--- config.mk ---
export PLATFORM = sky130hd
export DESIGN_NAME = match_sequencer
export DESIGN_NICKNAME = d
export VERILOG_FILES = /design/src/rtl/game_pkg.sv /design/src/rtl/frame_tick_gen.sv /design/src/rtl/match_sequencer.sv
export SDC_FILE = /design/constraint.sdc
export NUM_CORES = 1
export LEC_CHECK = 0
export BUFFER_PORTS_ARGS = -buffer_cell sky130_fd_sc_hd__buf_4
export CORE_AREA = 8 8 115 117
export DETAILED_ROUTE_END_ITERATION = 12
export DIE_AREA = 0 0 123 125
export PLACE_DENSITY = 0.53
export SETUP_SLACK_MARGIN = 0.3
export SKIP_LAST_GASP = 1
export SLEW_MARGIN = 30
export SYNTH_ARGS = -nofsm -noshare
export SYNTH_HDL_FRONTEND = slang
export SYNTH_SLANG_ARGS = --single-unit
--- constraint.sdc ---
create_clock -name clk -period 3.5 [get_ports clk]
set_input_delay 0.35 -clock clk [delete_from_list [all_inputs] [get_ports clk]]
set_output_delay 0.35 -clock clk [all_outputs]
set_load 0.1 [all_outputs]
--- src/rtl/game_pkg.sv ---
// rtl/game_pkg.sv - shared state and winner encodings, default game timing constants
package game_pkg;

  typedef enum logic [2:0] {
    ST_BOOT  = 3'd0,
    ST_IDLE  = 3'd1,
    ST_SERVE = 3'd2,
    ST_PLAY  = 3'd3,
    ST_POINT = 3'd4,
    ST_PAUSE = 3'd5,
    ST_OVER  = 3'd6
  } state_t;

  typedef enum logic [1:0] {
    WIN_NONE = 2'b00,
    WIN_P1   = 2'b01,
    WIN_P2   = 2'b10
  } winner_t;

  localparam int DEF_WIN_SCORE    = 7;
  localparam int DEF_SERVE_FRAMES = 60;
  localparam int DEF_POINT_FRAMES = 90;
  localparam int DEF_BOOT_CYCLES  = 2500000;
  localparam int FRAME_CNT_W      = 16;

  function automatic logic [7:0] sat_inc(input logic [7:0] v);
    return (v == 8'hFF) ? v : v + 8'd1;
  endfunction

endpackage

--- src/rtl/frame_tick_gen.sv ---
// rtl/frame_tick_gen.sv - two-flop vsync synchroniser with one-clk pulse on each falling edge
module frame_tick_gen (
  input  logic clk,
  input  logic rst,
  input  logic vsync_in,
  output logic frame_tick
);

  logic [1:0] r_sync;
  logic       r_prev;
  logic       r_tick;

  // Sync chain resets high (vsync idle level) so release never fakes an edge.
  always_ff @(posedge clk) begin
    if (rst) begin
      r_sync <= 2'b11;
      r_prev <= 1'b1;
      r_tick <= 1'b0;
    end else begin
      r_sync <= {r_sync[0], vsync_in};
      r_prev <= r_sync[1];
      r_tick <= r_prev & ~r_sync[1];
    end
  end

  assign frame_tick = r_tick;

endmodule

--- src/rtl/match_sequencer.sv ---
// rtl/match_sequencer.sv - game flow FSM: boot, serve, play, point, over; PAUSE_EN enables pause
module match_sequencer
  import game_pkg::*;
#(
  parameter int WIN_SCORE    = DEF_WIN_SCORE,
  parameter int SERVE_FRAMES = DEF_SERVE_FRAMES,
  parameter int POINT_FRAMES = DEF_POINT_FRAMES,
  parameter int BOOT_CYCLES  = DEF_BOOT_CYCLES
) (
  input  logic       clk,
  input  logic       rst,
  input  logic       vsync_in,
  input  logic       start_btn,
  input  logic       pause_btn,
  input  logic       goal_p1,
  input  logic       goal_p2,
  output logic       frame_tick,
  output logic       phys_run,
  output logic       ball_reset,
  output logic       serve_dir,
  output logic [7:0] p1_score,
  output logic [7:0] p2_score,
  output logic [2:0] state_o,
  output logic [1:0] winner
);

  localparam int BOOT_W = (BOOT_CYCLES < 1) ? 1 : $clog2(BOOT_CYCLES + 1);
  localparam logic [BOOT_W-1:0]      BOOT_LAST  = BOOT_W'(BOOT_CYCLES);
  localparam logic [FRAME_CNT_W-1:0] SERVE_LAST = FRAME_CNT_W'(SERVE_FRAMES - 1);
  localparam logic [FRAME_CNT_W-1:0] POINT_LAST = FRAME_CNT_W'(POINT_FRAMES - 1);
  localparam logic [7:0]             WIN_VAL    = 8'(WIN_SCORE);

  logic                   w_tick;
  logic                   w_start_press;
  logic                   w_pause_press;
  logic                   r_start_prev;
  state_t                 r_state;
  state_t                 w_state_next;
  logic [BOOT_W-1:0]      r_boot_cnt;
  logic [FRAME_CNT_W-1:0] r_frame_cnt;
  logic [7:0]             r_p1_score;
  logic [7:0]             r_p2_score;
  winner_t                r_winner;
  logic                   r_serve_dir;
  logic                   r_phys_run;
  logic                   r_ball_reset;
  logic                   w_score_p1;
  logic                   w_score_p2;
  logic                   w_clear_game;
  logic                   w_set_winner;

  frame_tick_gen u_frame_tick_gen (
    .clk        (clk),
    .rst        (rst),
    .vsync_in   (vsync_in),
    .frame_tick (w_tick)
  );

  assign w_start_press = w_tick & start_btn & ~r_start_prev;

`ifdef PAUSE_EN
  logic r_pause_prev;

  always_ff @(posedge clk) begin
    if (rst) begin
      r_pause_prev <= 1'b0;
    end else if (w_tick) begin
      r_pause_prev <= pause_btn;
    end
  end

  assign w_pause_press = w_tick & pause_btn & ~r_pause_prev;
`else
  logic w_unused_pause;
  assign w_unused_pause = pause_btn;
  assign w_pause_press  = 1'b0;
`endif

  always_comb begin
    w_state_next = r_state;
    w_score_p1   = 1'b0;
    w_score_p2   = 1'b0;
    w_clear_game = 1'b0;
    w_set_winner = 1'b0;
    case (r_state)
      ST_BOOT: begin
        if (r_boot_cnt == BOOT_LAST) w_state_next = ST_IDLE;
      end
      ST_IDLE: begin
        if (w_start_press) begin
          w_state_next = ST_SERVE;
          w_clear_game = 1'b1;
        end
      end
      ST_SERVE: begin
        if (w_tick && r_frame_cnt == SERVE_LAST) w_state_next = ST_PLAY;
      end
      ST_PLAY: begin
        // Simultaneous goals are a replay: go to POINT without scoring.
        if (goal_p1 || goal_p2) begin
          w_state_next = ST_POINT;
          w_score_p1   = goal_p1 & ~goal_p2;
          w_score_p2   = goal_p2 & ~goal_p1;
        end else if (w_pause_press) begin
          w_state_next = ST_PAUSE;
        end
      end
      ST_POINT: begin
        if (w_tick && r_frame_cnt == POINT_LAST) begin
          if (r_p1_score == WIN_VAL || r_p2_score == WIN_VAL) begin
            w_state_next = ST_OVER;
            w_set_winner = 1'b1;
          end else begin
            w_state_next = ST_SERVE;
          end
        end
      end
      ST_PAUSE: begin
        if (w_pause_press) w_state_next = ST_PLAY;
      end
      ST_OVER: begin
        if (w_start_press) w_state_next = ST_IDLE;
      end
      default: w_state_next = ST_BOOT;
    endcase
  end

  always_ff @(posedge clk) begin
    if (rst) begin
      r_state      <= ST_BOOT;
      r_boot_cnt   <= '0;
      r_frame_cnt  <= '0;
      r_start_prev <= 1'b0;
      r_p1_score   <= 8'd0;
      r_p2_score   <= 8'd0;
      r_winner     <= WIN_NONE;
      r_serve_dir  <= 1'b0;
      r_phys_run   <= 1'b0;
      r_ball_reset <= 1'b1;
    end else begin
      r_state <= w_state_next;

      if (r_state == ST_BOOT && w_state_next == ST_BOOT) begin
        r_boot_cnt <= r_boot_cnt + BOOT_W'(1);
      end

      if (w_state_next != r_state) begin
        r_frame_cnt <= '0;
      end else if (w_tick && (r_state == ST_SERVE || r_state == ST_POINT)) begin
        r_frame_cnt <= r_frame_cnt + FRAME_CNT_W'(1);
      end

      if (w_tick) r_start_prev <= start_btn;

      if (w_clear_game) begin
        r_p1_score <= 8'd0;
        r_p2_score <= 8'd0;
        r_winner   <= WIN_NONE;
      end

      // Next serve goes toward whoever conceded.
      if (w_score_p1) begin
        r_p1_score  <= sat_inc(r_p1_score);
        r_serve_dir <= 1'b1;
      end
      if (w_score_p2) begin
        r_p2_score  <= sat_inc(r_p2_score);
        r_serve_dir <= 1'b0;
      end

      if (w_set_winner) begin
        r_winner <= (r_p1_score == WIN_VAL) ? WIN_P1 : WIN_P2;
      end

      r_phys_run   <= (w_state_next == ST_PLAY);
      r_ball_reset <= (w_state_next == ST_BOOT) || (w_state_next == ST_IDLE) ||
                      (w_state_next == ST_SERVE) || (w_state_next == ST_OVER);
    end
  end

  assign frame_tick = w_tick;
  assign phys_run   = r_phys_run;
  assign ball_reset = r_ball_reset;
  assign serve_dir  = r_serve_dir;
  assign p1_score   = r_p1_score;
  assign p2_score   = r_p2_score;
  assign state_o    = r_state;
  assign winner     = r_winner;

endmodule

==> results.txt <==
TritonCTS clock tree = yes
Worst r2r dst = r_frame_cnt[11]
Commonest cells after routing, fill and taps aside = 67 x dfxtp_1, 48 x nor2_1, 31 x buf_4, 28 x a21oi_1, 27 x nand2_1
Number of rows created at floorplan = 40
Max rail drop VDD = 0.000239 V
Crit start category = flop
Data arrival time at the worst-slack endpoint = 2.63 ns
Pwr Density = 396 nW/um2
Maximum clock frequency = 0.413 GHz
Clock sink total = 67
Relative area change from synthesis to final layout = 16.1%
First-pass GRT wire length = 14.0 mm
Via count of the first global-routing pass = 2,881
Placeable Area = 11,600 um2
RSZ-0062 raised after global routing = no
Antenna diodes = 0
Leading register cell type out of synthesis = dfxtp_1
Worst-case clock skew = 0.00506 ns
H-tree levels = 3
Initial Util = 30.6%
Hold Path Origin = vsync_in
Die Ht = 125 um
Total Power = 1630 uW
Total of cells resized after clock tree synthesis = 0
Status = finished, final reports clean
Estimated wirelength of the detail-placed design = 5.75 mm
Bufs on Longest Clock Path = 2
Cell family with the largest share of critical-path delay = compound AO/OA/AOI/OAI gates
Mapped Nets = 421
Post-detailed-route count of antenna-violating nets = 0
CTS clock-pin slew for the worst setup and hold paths = 0.05 ns
Crit end category = flop
Buffers & Inverters on Critical Path = 0
Mean cell area of the mapped netlist = 8.70 um2
Gr ovfl total = 0
P_leak = 0.00144 uW
CP Class = reg -> reg
Via density = 5.17
Total iterations of the first detailed-routing run = 4
Number of non-filler instances in the completed layout = 585
Overall Global Routing Usage = 11.2%
Post-Syn Area = 3550 um2
Area enclosed by the die boundary = 15,400 um2
Count of input and output buffers = 30
Req. time, crit path = 3.71 ns
DRC Markers = 0
Post-CTS Repair Setup Buffers = 0
Final worst path period need = 2.42 ns
Worst slew margin relative to its limit = 43.8%
Cell variety after synth = 66
Hold Worst Slack = 0.203 ns
CP max-delay cell = o22ai_4
Part of the Yosys area used for sequential elements = 37.8%
Post-Synthesis Cells = 408
# hold bufs at CTS = 0
Count of endpoints failing setup in the final report = 0
Vias after detailed routing = 3,022
End of the worst hold path = u_frame_tick_gen.r_sync[0]
Weighted congestion at the end of routability-driven global placement = 0.784
Cts bufs inserted = 9
Net count, final = 448
Critical path, cell by cell = ha_1 -> and2_0 -> nand4bb_1 -> o22ai_4 -> a211o_2 -> nor2_1
Number of antenna violations at the first check in global routing = 0
Reg2Reg Launch Point = r_frame_cnt[0]
Final period util = 69.2%
Hold path depth = 2
Register bit count reported by yosys = 67
Layout cells sized above 1 = 16.2%
Reg2reg setup slack = 1.08 ns
Sum of negative setup slack = 0 ns
Least-Margin Pin Slew = 0.836 ns
Worst reg2reg path depth = 6
Max-Cap Viols = 0
Mean routed wirelength per cell = 14.2 um
Async set-or-reset flop fraction in the synthesized netlist = 0%
IO Count = 32
Stage delay of the slowest cell on the critical path = 0.53 ns
Overall die width = 123 um
Number of placed instances, taps included = 571
Total Wirelength = 8.31 mm
Clk Latency, worst-skew pair = 0.33 ns
Count of yosys warnings during synthesis = 0
Leading cell type in the layout, fill and taps excluded = dfxtp_1
Final Hold Viols = 0
DRT iter0 DRCs = 164
Root buf cell = clkbuf_16
Max Transition Viols Final = 0
Largest net degree at the start of global routing = 45
Hold crit path type = in -> reg
EDFF count, synth = 0
Peak fanout along the critical path = 19
worst register-to-register path: stages, from the launching register on:
cell	delay, ns
dfxtp_1	0.43
ha_1	0.22
and2_0	0.36
nand4bb_1	0.26
o22ai_4	0.53
a211o_2	0.39
nor2_1	0.10
power by group:
group | internal [uW] | leakage, uW | switching [uW] | total (uW)
logic | 11.6 | 0.000766 | 24.1 | 35.7
registers | 768 | 0.000541 | 5.76 | 774
clock network | 506 | 0.000137 | 318 | 824
total | 1290 | 0.00144 | 348 | 1630
cell type report:
cell class / count / area (um2)
clock buffers: 11 / 253
clock inverters: 3 / 15.0
fillers: 1236 / 7490
inverters: 12 / 45.0
multi-input cells: 314 / 2050
flip-flops and latches: 67 / 1340
well taps: 147 / 184
repair buffers: 31 / 233
Yosys cell counts, drive strengths merged (6+ instances only):
cell type,instances,area [um2]
nor4b,6,67.6
o31ai,7,52.6
nand2,27,101
and3,6,42.5
xnor2,11,104
a21oi,28,140
o21ai,15,75.1
inv,12,45.0
or3,9,56.3
ha,6,75.1
nand3,21,105
nor3,12,76.3
nor2,49,186
nor4,10,81.3
nand4,21,153
buf,12,100
xor2,16,140
and2,8,50.1
dfxtp,67,1340
or4,9,71.3
cells by family after synthesis:
family,count (synthesis),share of synthesized area (%)
buffers and inverters,27,4.41
AO/OA/AOI/OAI,68,11.9
multiplexers,5,1.52
adder cells (fa/ha/maj),6,2.11
AND/OR/NAND/NOR,208,35.4
XOR/XNOR,27,6.87
flip-flops,67,37.8
state kept, by name, indices dropped and copies added (netlist names), 2 cells and up:
| name | cells |
|---|---|
| p1_score | 8 |
| r_frame_cnt | 16 |
| u_frame_tick_gen.r_sync | 2 |
| winner | 2 |
| r_boot_cnt | 22 |
| p2_score | 8 |
| state_o | 3 |
stage by stage:
stage	setup WS, ns	utilization [%]	instance area (um2)
after floorplan	0.953	-	3550
after global placement	1.13	33.2	3850
after detailed placement	1.06	33.2	3850
after CTS	1.04	35.5	4120
after global routing	0.859	35.5	4120
final	1.08	35.5	4120
metal layers:
| metal | part of all wire (%) | vias to the layer above | GRT usage, % | wire (um) |
|---|---|---|---|---|
| li1 | - | 1545 | - | - |
| met1 | 47 | 1432 | 13.8 | 3910 |
| met2 | 48 | 38 | 18.3 | 4020 |
| met3 | 3.5 | 7 | 3.20 | 292 |
| met4 | 1.1 | 0 | 3.40 | 92 |
| met5 | 0 | - | 0 | 0 |
worst max-delay path by stage:
stage / cells after the start / start / slack, ns / end
floorplan: 6 / p2_score[0] / 0.95 / p2_score[4]
global placement: 6 / r_frame_cnt[0] / 1.13 / r_frame_cnt[1]
detailed placement: 6 / r_frame_cnt[0] / 1.06 / r_frame_cnt[1]
CTS: 6 / r_frame_cnt[0] / 1.04 / r_frame_cnt[11]
global route: 6 / r_frame_cnt[0] / 0.86 / r_frame_cnt[11]
finish: 6 / r_frame_cnt[0] / 1.08 / r_frame_cnt[11]
Power figures use the tool's default switching activity.
